<file path="config.mk">
export PLATFORM = sky130hd
export DESIGN_NAME = lea_split_from128_tx
export DESIGN_NICKNAME = d
export VERILOG_FILES = /design/src/rtl/lea_split_from128_tx.sv
export SDC_FILE = /design/constraint.sdc
export NUM_CORES = 1
export LEC_CHECK = 0
export ABC_CLOCK_PERIOD_IN_PS = 3100
export CORE_MARGIN = 2
export CORE_UTILIZATION = 55
export CTS_BUF_LIST = sky130_fd_sc_hd__clkbuf_8
export DETAILED_ROUTE_END_ITERATION = 8
export GPL_TIMING_DRIVEN = 0
export PLACE_DENSITY = 0.88
export SLEW_MARGIN = 20
export SYNTH_ARGS = -nofsm -noshare
export SYNTH_HDL_FRONTEND = slang
export SYNTH_SLANG_ARGS = --single-unit
</file>
<file path="constraint.sdc">
create_clock -name CLK -period 3.1 [get_ports CLK]
set_clock_uncertainty 0.1 [all_clocks]
set_input_delay 0.775 -clock CLK [delete_from_list [all_inputs] [get_ports CLK]]
set_output_delay 0.775 -clock CLK [all_outputs]
set_load 0.1 [all_outputs]
</file>
<file path="src/rtl/lea_split_from128_tx.sv">
// lea_split_from128_tx: captures one 8*NBYTES-bit block and emits it one byte per handshake.
module lea_split_from128_tx #(
  parameter int NBYTES = 16,
  parameter bit MSB_FIRST = 1'b0
) (
  input  logic                  CLK,
  input  logic                  RST,
  input  logic [8*NBYTES-1:0]   Din,
  input  logic                  Din_valid,
  output logic                  Din_ready,
  output logic [7:0]            Dout,
  output logic                  Dout_valid,
  input  logic                  Dout_ready,
  output logic                  Dout_last,
  output logic [3:0]            Dout_idx
);
  localparam int CW = NBYTES > 1 ? $clog2(NBYTES) : 1;
  localparam logic [CW-1:0] LAST = CW'(NBYTES - 1);
  typedef enum logic {IDLE, SEND} state_t;
  state_t state, state_n;
  logic [CW-1:0] count, count_n, sel;
  logic [8*NBYTES-1:0] buffer, buffer_n;
  always_ff @(posedge CLK) begin
    if (RST) begin
      state  <= IDLE;
      count  <= '0;
      buffer <= '0;
    end else begin
      state  <= state_n;
      count  <= count_n;
      buffer <= buffer_n;
    end
  end
  // Dout is selected only from registered buffer/count, so Din never reaches it combinationally.
  always_comb begin
    state_n    = state;
    count_n    = count;
    buffer_n   = buffer;
    Dout_valid = state == SEND;
    Dout_last  = Dout_valid && count == LAST;
    Din_ready  = state == IDLE || (Dout_last && Dout_ready);
    sel        = MSB_FIRST ? LAST - count : count;
    Dout       = Dout_valid ? buffer[8*int'(sel) +: 8] : 8'd0;
    Dout_idx   = 4'(count);
    if (Din_ready && Din_valid) begin
      buffer_n = Din;
      count_n  = '0;
      state_n  = SEND;
    end else if (Dout_valid && Dout_ready) begin
      if (Dout_last) state_n = IDLE;
      else count_n = count + 1'b1;
    end
  end
endmodule

</file>
# Word-level counts from Yosys, hierarchy flattened
# Index checks and enable logic that the tools add are counted.
# word_totals
out_inout_bits,15
word_cells,22
ff_bits,133
inputBits,132
memories,0
mem_bits_ro,0
latch_bits,0
mem_bits_rw,0
# op_classes
reduce_logical,10
eq_ne,1
bitwise_logic,2
n_addsub,1
multipliers,0
order_cmp,0
shift,1
n_div,0
muxes,4
# ops
cell,n
128-bit by 8-bit variable part select with 8-bit output,1
8-bit 2-to-1 mux,1
"4-bit by 1-bit adder with 4-bit output, second input constant",1
"4-bit == test, second input constant",1
1-bit logical AND,4
2-bit AND reduction,2
2-bit nonzero test,2
1-bit 2-to-1 mux,3
1-bit inverter,2
2-bit OR reduction,1
1-bit logical OR,1

# Longest topological paths before layout
# Gate-level depths: netlist of the first run.
# logic_depth
word_depth,7
ltp_mapped,7
depth_no_buf,5

# Worst setup path before layout of the first run
# OpenSTA, ideal clock, no wires.
# synth_path
path_type,register to output
start,register count[0] (netlist: Dout_idx[0])
end,output Dout[1]
stages_incl_launch_ff,8
slack_ns,-1.803
required_ns,2.225
arrival_time_ns,4.028
path_buffers,3
cell_sequence,dfxtp_1 > buf_4 > buf_8 > buf_4 > mux2i_1 > a22oi_1 > nand2_1 > o21ai_0
# synth_via
elab_chain_cells,2
# synth_lines
element,line_no,text
from (decl),21,"logic [CW-1:0] count, count_n, sel;"
from (signal assigned),30,count <= count_n;
128-bit by 8-bit variable part select with 8-bit output,43,Dout = Dout_valid ? buffer[8*int'(sel) +: 8] : 8'd0;
8-bit 2-to-1 mux,43,
to (decl),11,"output logic [7:0] Dout,"
# Every way passes these cells.

# Worst setup path after layout of the first run
# layout_path
start,register count[0] (netlist: Dout_idx[0])
end,output Dout[3]
# Same word-level chain as after synthesis.

==> results of run 1 <==
==> state kept, by name (all words and copies together), names as in the netlist <==
register and count:
Dout_valid 1, Dout_idx 4, buffer 128
==> cells in the final DEF, fill, tap and decap left out, types with 5 or more instances in the layout <==
cell type        synthesis  routed
nand2_1                272     269
a22oi_1                 25      19
a22oi_2                  0       6
a21oi_1                130     129
buf_12                   0       9
buf_2                   23      23
clkdlybuf4s50_1          0     135
clkbuf_8                 0      19
nor2_1                   7       5
dfxtp_1                133     128
mux2i_2                  0       5
clkbuf_1                20      16
mux4_2                   7       7
buf_6                    9      11
clkinv_2                 0       5
mux2i_1                 51      46
==> area by class of cell <==
type                    count  area (µm²)
multi-input cells         523        2958
flip-flops and latches    133        2671
fillers                   638        2081
repair buffers            151        1584
plain buffers              57       411.6
clock buffers              19       261.5
well taps                 136       170.2
clock inverters            13       132.6
inverters                   2       7.507
==> what timing repair did <==
item	4_1_cts	5_1_grt
endpoints found under the hold margin	0	0
endpoints found under the setup margin	10	10
cloned	0	2
buffers inserted	0	4
gates resized for setup	78	38
pin swaps	2	10
==> per-stage QoR <==
step                      area, µm²  cells  hold slack (ns)
after floorplan                5919    717           0.3331
after global placement         7541    998           0.3391
after detailed placement       7541    998           0.3465
after CTS                      7993   1029           0.3561
after global routing           8197   1034           0.3762
final                          8197   1034           0.3590
==> critical path, stage by stage (launching register included) <==
cell	delay (ns)
dfxtp_4	0.36
buf_8	0.14
clkbuf_16	0.16
buf_8	0.15
mux2i_1	0.14
a22oi_1	0.27
nand2_1	0.19
o22ai_4	0.24
buf_12	0.21
==> metal layers <==
layer  up-vias  global-route usage  wire length, µm
met5         -                   0                0
met4         0              0.1345             1221
met3       121             0.08875             2010
met2       454              0.5500             9376
met1      2822              0.3701             7244
li1       2747                   -                -
==> power groups by stage <==
stage / logic [µW] / clock network (µW) / registers [µW]
after global placement: 594 / 0 / 1890
after global routing: 706 / 1500 / 1870
final: 666 / 1460 / 1870
after detailed placement: 611 / 0 / 1900
after CTS: 625 / 1430 / 1860
after floorplan: 333 / 0 / 1890
==> cell families after synthesis <==
group                    Yosys count  synth area share
AO/OA/AOI/OAI                    170            0.1634
XOR/XNOR                           2          0.003018
adder cells (fa/ha/maj)            1          0.002155
buffers and inverters             61           0.06315
flip-flops                       133            0.4586
multiplexers                      58            0.1151
AND/OR/NAND/NOR                  292            0.1946
==> worst max-delay path by stage <==
stage	to	slack, ns	cells past startpoint	from
2_1_floorplan	Dout[3]	0.05	7	Dout_idx[0]$_SDFFE_PP0P_
3_3_place_gp	Dout[3]	-0.56	8	Dout_idx[0]$_SDFFE_PP0P_
3_5_place_dp	Dout[5]	-0.58	8	Dout_idx[0]$_SDFFE_PP0P_
4_1_cts	Dout[5]	-0.03	8	Dout_idx[0]$_SDFFE_PP0P_
5_1_grt	Dout[3]	-0.13	8	Dout_idx[0]$_SDFFE_PP0P_
6_report	Dout[3]	-0.10	8	Dout_idx[0]$_SDFFE_PP0P_
==> impl_metrics.env, run 1 <==
export IMPL_netlist_instances=717
export IMPL_synth_ff_type="dfxtp_1"
export IMPL_relSlewSlack=0.3282
export IMPL_avgSynthCellArea_um2=8.097
export IMPL_min_from="buffer[75]$_SDFFE_PP0P_"
export IMPL_r2r_cells=7
export IMPL_cts_htree_levels=4
export IMPL_endpoint_kind="primary output"
export IMPL_clk_pin_slew_ns=0.08
export IMPL_power_frac_seq=0.468
export IMPL_grt_first_pass_wirelength_um=27970
export IMPL_yosys_area_top_type="dfxtp_1"
export IMPL_synth_yosys_warnings=0
export IMPL_dr_first_iter_drc_count=721
export IMPL_ys_seq_elements=133
export IMPL_holdPathStages=2
export IMPL_period_minus_slack_ns=3.204
export IMPL_fmax_mhz=312.1
export IMPL_synth_top_area_share=0.4586
export IMPL_grt_max_degree=17
export IMPL_port_buffers=145
export IMPL_worstSetupPathType="register to primary output"
export IMPL_antenna_found_initial=0
export IMPL_critPathMaxFanout=10
export IMPL_cp_data_required_time_ns=2.22
export IMPL_power_per_cell_area_nw_per_um2=486.9
export IMPL_p_total_uw=3991
export IMPL_status="complete, but fails checks"
export IMPL_vias=6144
export IMPL_ys_top_cells_by_area="dfxtp_1 (46%), nand2_1 (18%), a21oi_1 (11%)"
export IMPL_worstSkewPairLatency_ns=0.45
export IMPL_start_util=0.5649
export IMPL_numCtsBuffers=17
export IMPL_holdBufCountCts=0
export IMPL_r2r_start="Dout_idx[1]$_SDFFE_PP0P_"
export IMPL_clock_tree_buffer_depth=2
export IMPL_gp_congestion=0.8964
export IMPL_die_area_um2=11390
export IMPL_cp_start_kind="register"
export IMPL_syn_area_um2=5806
export IMPL_setup_viol=3
export IMPL_cts_tree="built"
export IMPL_async_flop_share=0
export IMPL_worstPathArrival_ns=2.33
export IMPL_cap_violations=0
export IMPL_diodes=0
export IMPL_rows=37
export IMPL_hold_end="buffer[75]$_SDFFE_PP0P_"
export IMPL_clockRootBuffer="clkbuf_8"
export IMPL_internal_power_uw=2876
export IMPL_hold_viol=0
export IMPL_fin_util=0.7975
export IMPL_pre_cts_slack_ns=-0.5791
export IMPL_rrSetupSlack_ns=0.85
export IMPL_netlist_top_cells_count="nand2_1 (272), dfxtp_1 (133), a21oi_1 (130)"
export IMPL_area_growth_pct=41.19
export IMPL_synth_edf_count=0
export IMPL_switching_power_uw=1115
export IMPL_synth_most_common_cell="nand2_1"
export IMPL_routedWlPerCell_um=19.20
export IMPL_seq_area_frac_synth=0.4586
export IMPL_ir_drop_mv=0.2777
export IMPL_finalWorstSetupSlack_ns=-0.1042
export IMPL_p_leak_uw=0.002963
export IMPL_dpl_hpwl_um=13160
export IMPL_firstDrtPassIters=6
export IMPL_finalCritPeriodShare=1.034
export IMPL_hold_class="register to register"
export IMPL_track_usage=0.3183
export IMPL_grt_pass1_vias=5761
export IMPL_ant_nets=0
export IMPL_yosysUniqueCellTypes=30
export IMPL_worst_pin_slew_ns=1.005
export IMPL_die_x_um=106.7
export IMPL_core_um2=10280
export IMPL_synth_fp_nets=850
export IMPL_wl_um=19850
export IMPL_pin_count=147
export IMPL_violations="setup timing"
export IMPL_pwr_share_comb=0.167
export IMPL_final_layout_size_suffix_gt1_frac=0.1470
export IMPL_vias_per_cell=5.942
export IMPL_fin_nets=1018
export IMPL_maxSlewViolCount=0
export IMPL_swShare=0.2793
export IMPL_clkPwrFrac=0.365
export IMPL_clkSinkCount=133
export IMPL_fin_tns_setup_ns=-0.2807
export IMPL_die_y_um=106.7
export IMPL_drc=0
export IMPL_reg2reg_to="buffer[25]$_SDFFE_PP0P_"
export IMPL_grt_overflow_total=0
No activity file was read; power rests on OpenSTA's default activity.
==> run 2: changes to the inputs <==
--- a/config.mk
+++ b/config.mk
@@ -6,6 +6,7 @@
 export NUM_CORES = 1
 export LEC_CHECK = 0
 export ABC_CLOCK_PERIOD_IN_PS = 3100
+export CAP_MARGIN = 20
 export CORE_MARGIN = 2
 export CORE_UTILIZATION = 55
 export CTS_BUF_LIST = sky130_fd_sc_hd__clkbuf_8
==> results of run 2 <==
The final DEF is identical to that of run 1; final timing and power are the same.
==> run 3: changes to the inputs <==
--- a/config.mk
+++ b/config.mk
@@ -5,14 +5,15 @@
 export SDC_FILE = /design/constraint.sdc
 export NUM_CORES = 1
 export LEC_CHECK = 0
-export ABC_CLOCK_PERIOD_IN_PS = 3100
+export ABC_CLOCK_PERIOD_IN_PS = 3000
 export CAP_MARGIN = 20
 export CORE_MARGIN = 2
-export CORE_UTILIZATION = 55
+export CORE_UTILIZATION = 40
 export CTS_BUF_LIST = sky130_fd_sc_hd__clkbuf_8
+export CTS_CLUSTER_DIAMETER = 60
 export DETAILED_ROUTE_END_ITERATION = 8
 export GPL_TIMING_DRIVEN = 0
-export PLACE_DENSITY = 0.88
+export PLACE_DENSITY = 0.67
 export SLEW_MARGIN = 20
 export SYNTH_ARGS = -nofsm -noshare
 export SYNTH_HDL_FRONTEND = slang
==> constraint.sdc (replaced) <==
create_clock -name CLK -period 3 [get_ports CLK]
set_clock_uncertainty 0.1 [all_clocks]
set_input_delay 0.75 -clock CLK [delete_from_list [all_inputs] [get_ports CLK]]
set_output_delay 0.75 -clock CLK [all_outputs]
set_load 0.1 [all_outputs]
==> run 3 against run 2 <==
- the flow now finishes without violations
- die area rose by 36%
- core utilization shrank 23 points
- critical path depth down 1
- sequential power rose by 3%
- flip-flop and latch count unchanged
- via count is 12% lower
- power rose by 4.8%
==> impl_metrics.env, run 3 (same netlist as run 1, synthesis figures left out) <==
export IMPL_critPathMaxStageDelay_ns=0.40
export IMPL_cp_start_kind="register"
export IMPL_ant_nets=0
export IMPL_cts_htree_levels=4
export IMPL_gr_usage_met1=0.3038
export IMPL_holdBufCountCts=0
export IMPL_wl_um=17300
export IMPL_gr_max_usage_layer="met2"
export IMPL_worst_pin_slew_ns=1.028
export IMPL_postPlaceCellArea_um2=7604
export IMPL_endpoint_kind="primary output"
export IMPL_worstPathArrival_ns=2.12
export IMPL_status="completed"
export IMPL_worstSkewPairLatency_ns=0.46
export IMPL_area_growth_pct=41.51
export IMPL_fmax_mhz=337.0
export IMPL_firstDrtPassIters=5
export IMPL_mostFrequentLayoutCell="nand2_1"
export IMPL_final_cell_mix="nand2_1 (268), clkdlybuf4s50_1 (133), a21oi_1 (129)"
export IMPL_cts_tree="built"
export IMPL_cap_violations=0
export IMPL_whs_ns=0.3536
export IMPL_clk_pin_slew_ns=0.08
export IMPL_r2r_cells=8
export IMPL_ir_drop_mv=0.2685
export IMPL_pin_count=147
export IMPL_hold_viol=0
export IMPL_grt_first_pass_wirelength_um=27190
export IMPL_clkSinkCount=133
export IMPL_die_x_um=124.5
export IMPL_start_util=0.4040
export IMPL_critPathMaxFanout=10
export IMPL_vias=5390
export IMPL_r2r_start="Dout_idx[0]$_SDFFE_PP0P_"
export IMPL_fin_tns_setup_ns=0
export IMPL_hold_class="register to register"
export IMPL_design_area_um2=8215
export IMPL_die_area_um2=15490
export IMPL_reg2reg_to="buffer[29]$_SDFFE_PP0P_"
export IMPL_holdPathStages=2
export IMPL_grt_overflow_total=0
export IMPL_setup_viol=0
export IMPL_diodes=0
export IMPL_rrSetupSlack_ns=0.87
export IMPL_dr_first_iter_drc_count=325
export IMPL_min_from="buffer[54]$_SDFFE_PP0P_"
export IMPL_routedWlPerCell_um=16.05
export IMPL_pre_cts_slack_ns=-0.7531
export IMPL_cp_data_required_time_ns=2.15
export IMPL_relSlewSlack=0.3132
export IMPL_fin_nets=1014
export IMPL_crit_chain="buf_12 -> buf_8 -> mux2i_1 -> a22oi_2 -> nand2_1 -> o22ai_4 -> buf_12"
export IMPL_power_per_cell_area_nw_per_um2=508.9
export IMPL_finalCritPeriodShare=0.9892
export IMPL_dpl_hpwl_um=12870
export IMPL_fin_util=0.5718
export IMPL_die_y_um=124.5
export IMPL_critPathMostFrequentCell="buf_12"
export IMPL_grt_use_met2=0.3462
export IMPL_track_usage=0.2229
export IMPL_worstSetupPathType="register to primary output"
export IMPL_port_buffers=145
export IMPL_gr_usage_met3=0.04682
export IMPL_largest_register_ffs=128
export IMPL_maxSlewViolCount=0
export IMPL_largest_register="buffer"
export IMPL_hold_end="buffer[54]$_SDFFE_PP0P_"
export IMPL_clockRootBuffer="clkbuf_8"
export IMPL_clock_tree_buffer_depth=2
export IMPL_rsz0062_at_grt="true"
export IMPL_numCtsBuffers=17
export IMPL_grt_max_degree=17
export IMPL_p_leak_uw=0.002994
export IMPL_final_layout_size_suffix_gt1_frac=0.1387
export IMPL_antenna_found_initial=0
export IMPL_gp_congestion=0.8772
export IMPL_core_um2=14370
export IMPL_drc=0
export IMPL_period_minus_slack_ns=2.968
export IMPL_grt_pass1_vias=5250
export IMPL_finalWorstSetupSlack_ns=0.03246
export IMPL_vias_per_cell=5.000
export IMPL_rows=44
export IMPL_critPathSlowestCell="dfxtp_4"
==> run 3: changes by cell type in the layout (fill, tap and decap cells not counted), moves of 3 or more <==
cell,delta
clkinvlp_4,-4
mux2i_2,-5
buf_6,+3
mux2i_1,+5
buf_12,-3
==> run 3: layer usage <==
metal | wire [µm] | vias to the layer above | share of wire
met5 | 0 | - | 0
met4 | 429 | 0 | 0.025
met3 | 991 | 30 | 0.057
met2 | 7845 | 162 | 0.45
met1 | 8037 | 2463 | 0.46
li1 | - | 2735 | -
==> run 3: layout make-up <==
| class | count | area (µm²) |
|---|---|---|
| Buffer | 56 | 391.6 |
| Clock buffer | 19 | 261.5 |
| Clock inverter | 13 | 162.7 |
| Fill cell | 1351 | 6153 |
| Inverter | 2 | 7.507 |
| Multi-Input combinational cell | 523 | 2953 |
| Sequential cell | 133 | 2671 |
| Tap cell | 184 | 230.2 |
| Timing Repair Buffer | 148 | 1538 |
==> run 3: worst max path at each step <==
stage                             startpoint          end  slack (ns)  cells past startpoint
finish              Dout_idx[0]$_SDFFE_PP0P_      Dout[6]        0.03                      7
floorplan            Dout_valid$_SDFFE_PP0P_      Dout[6]       0.002                      3
CTS                 Dout_idx[1]$_SDFFE_PP0P_  Dout_idx[1]       0.006                      1
detailed placement  Dout_idx[0]$_SDFFE_PP0P_      Dout[3]       -0.75                      8
global placement    Dout_idx[0]$_SDFFE_PP0P_      Dout[3]       -0.76                      8
global route        Dout_idx[0]$_SDFFE_PP0P_      Dout[6]       -0.04                      7
==> run 3: report_power, final <==
part	internal, µW	switching (µW)	leakage, µW
logic	321	331	0.00167
clock network	932	675	0.000231
registers	1860	57.4	0.00109
total	3120	1060	0.00299
==> run 3: metrics by stage <==
| stage | std cells | total power, µW |
|---|---|---|
| 3_3_place_gp | 1046 | 2585 |
| 5_1_grt | 1078 | 4348 |
| 4_1_cts | 1077 | 4190 |
| 6_report | 1078 | 4181 |
| 2_1_floorplan | 717 | 2295 |
| 3_5_place_dp | 1046 | 2593 |
==> run 3: what timing repair did <==
| action | CTS | global route |
|---|---|---|
| buffers inserted | 2 | 1 |
| endpoints found under the setup margin | 10 | 12 |
| resized for setup | 93 | 23 |
| pin swaps | 3 | 3 |
==> run 3: worst max-delay path: cells and delay by family, from the launching register on <==
kind / cells / cell delay (ns)
AO/OA/AOI/OAI: 2 / 0.46
buffers and inverters: 3 / 0.54
multiplexers: 1 / 0.12
flip-flops: 1 / 0.40
AND/OR/NAND/NOR: 1 / 0.13
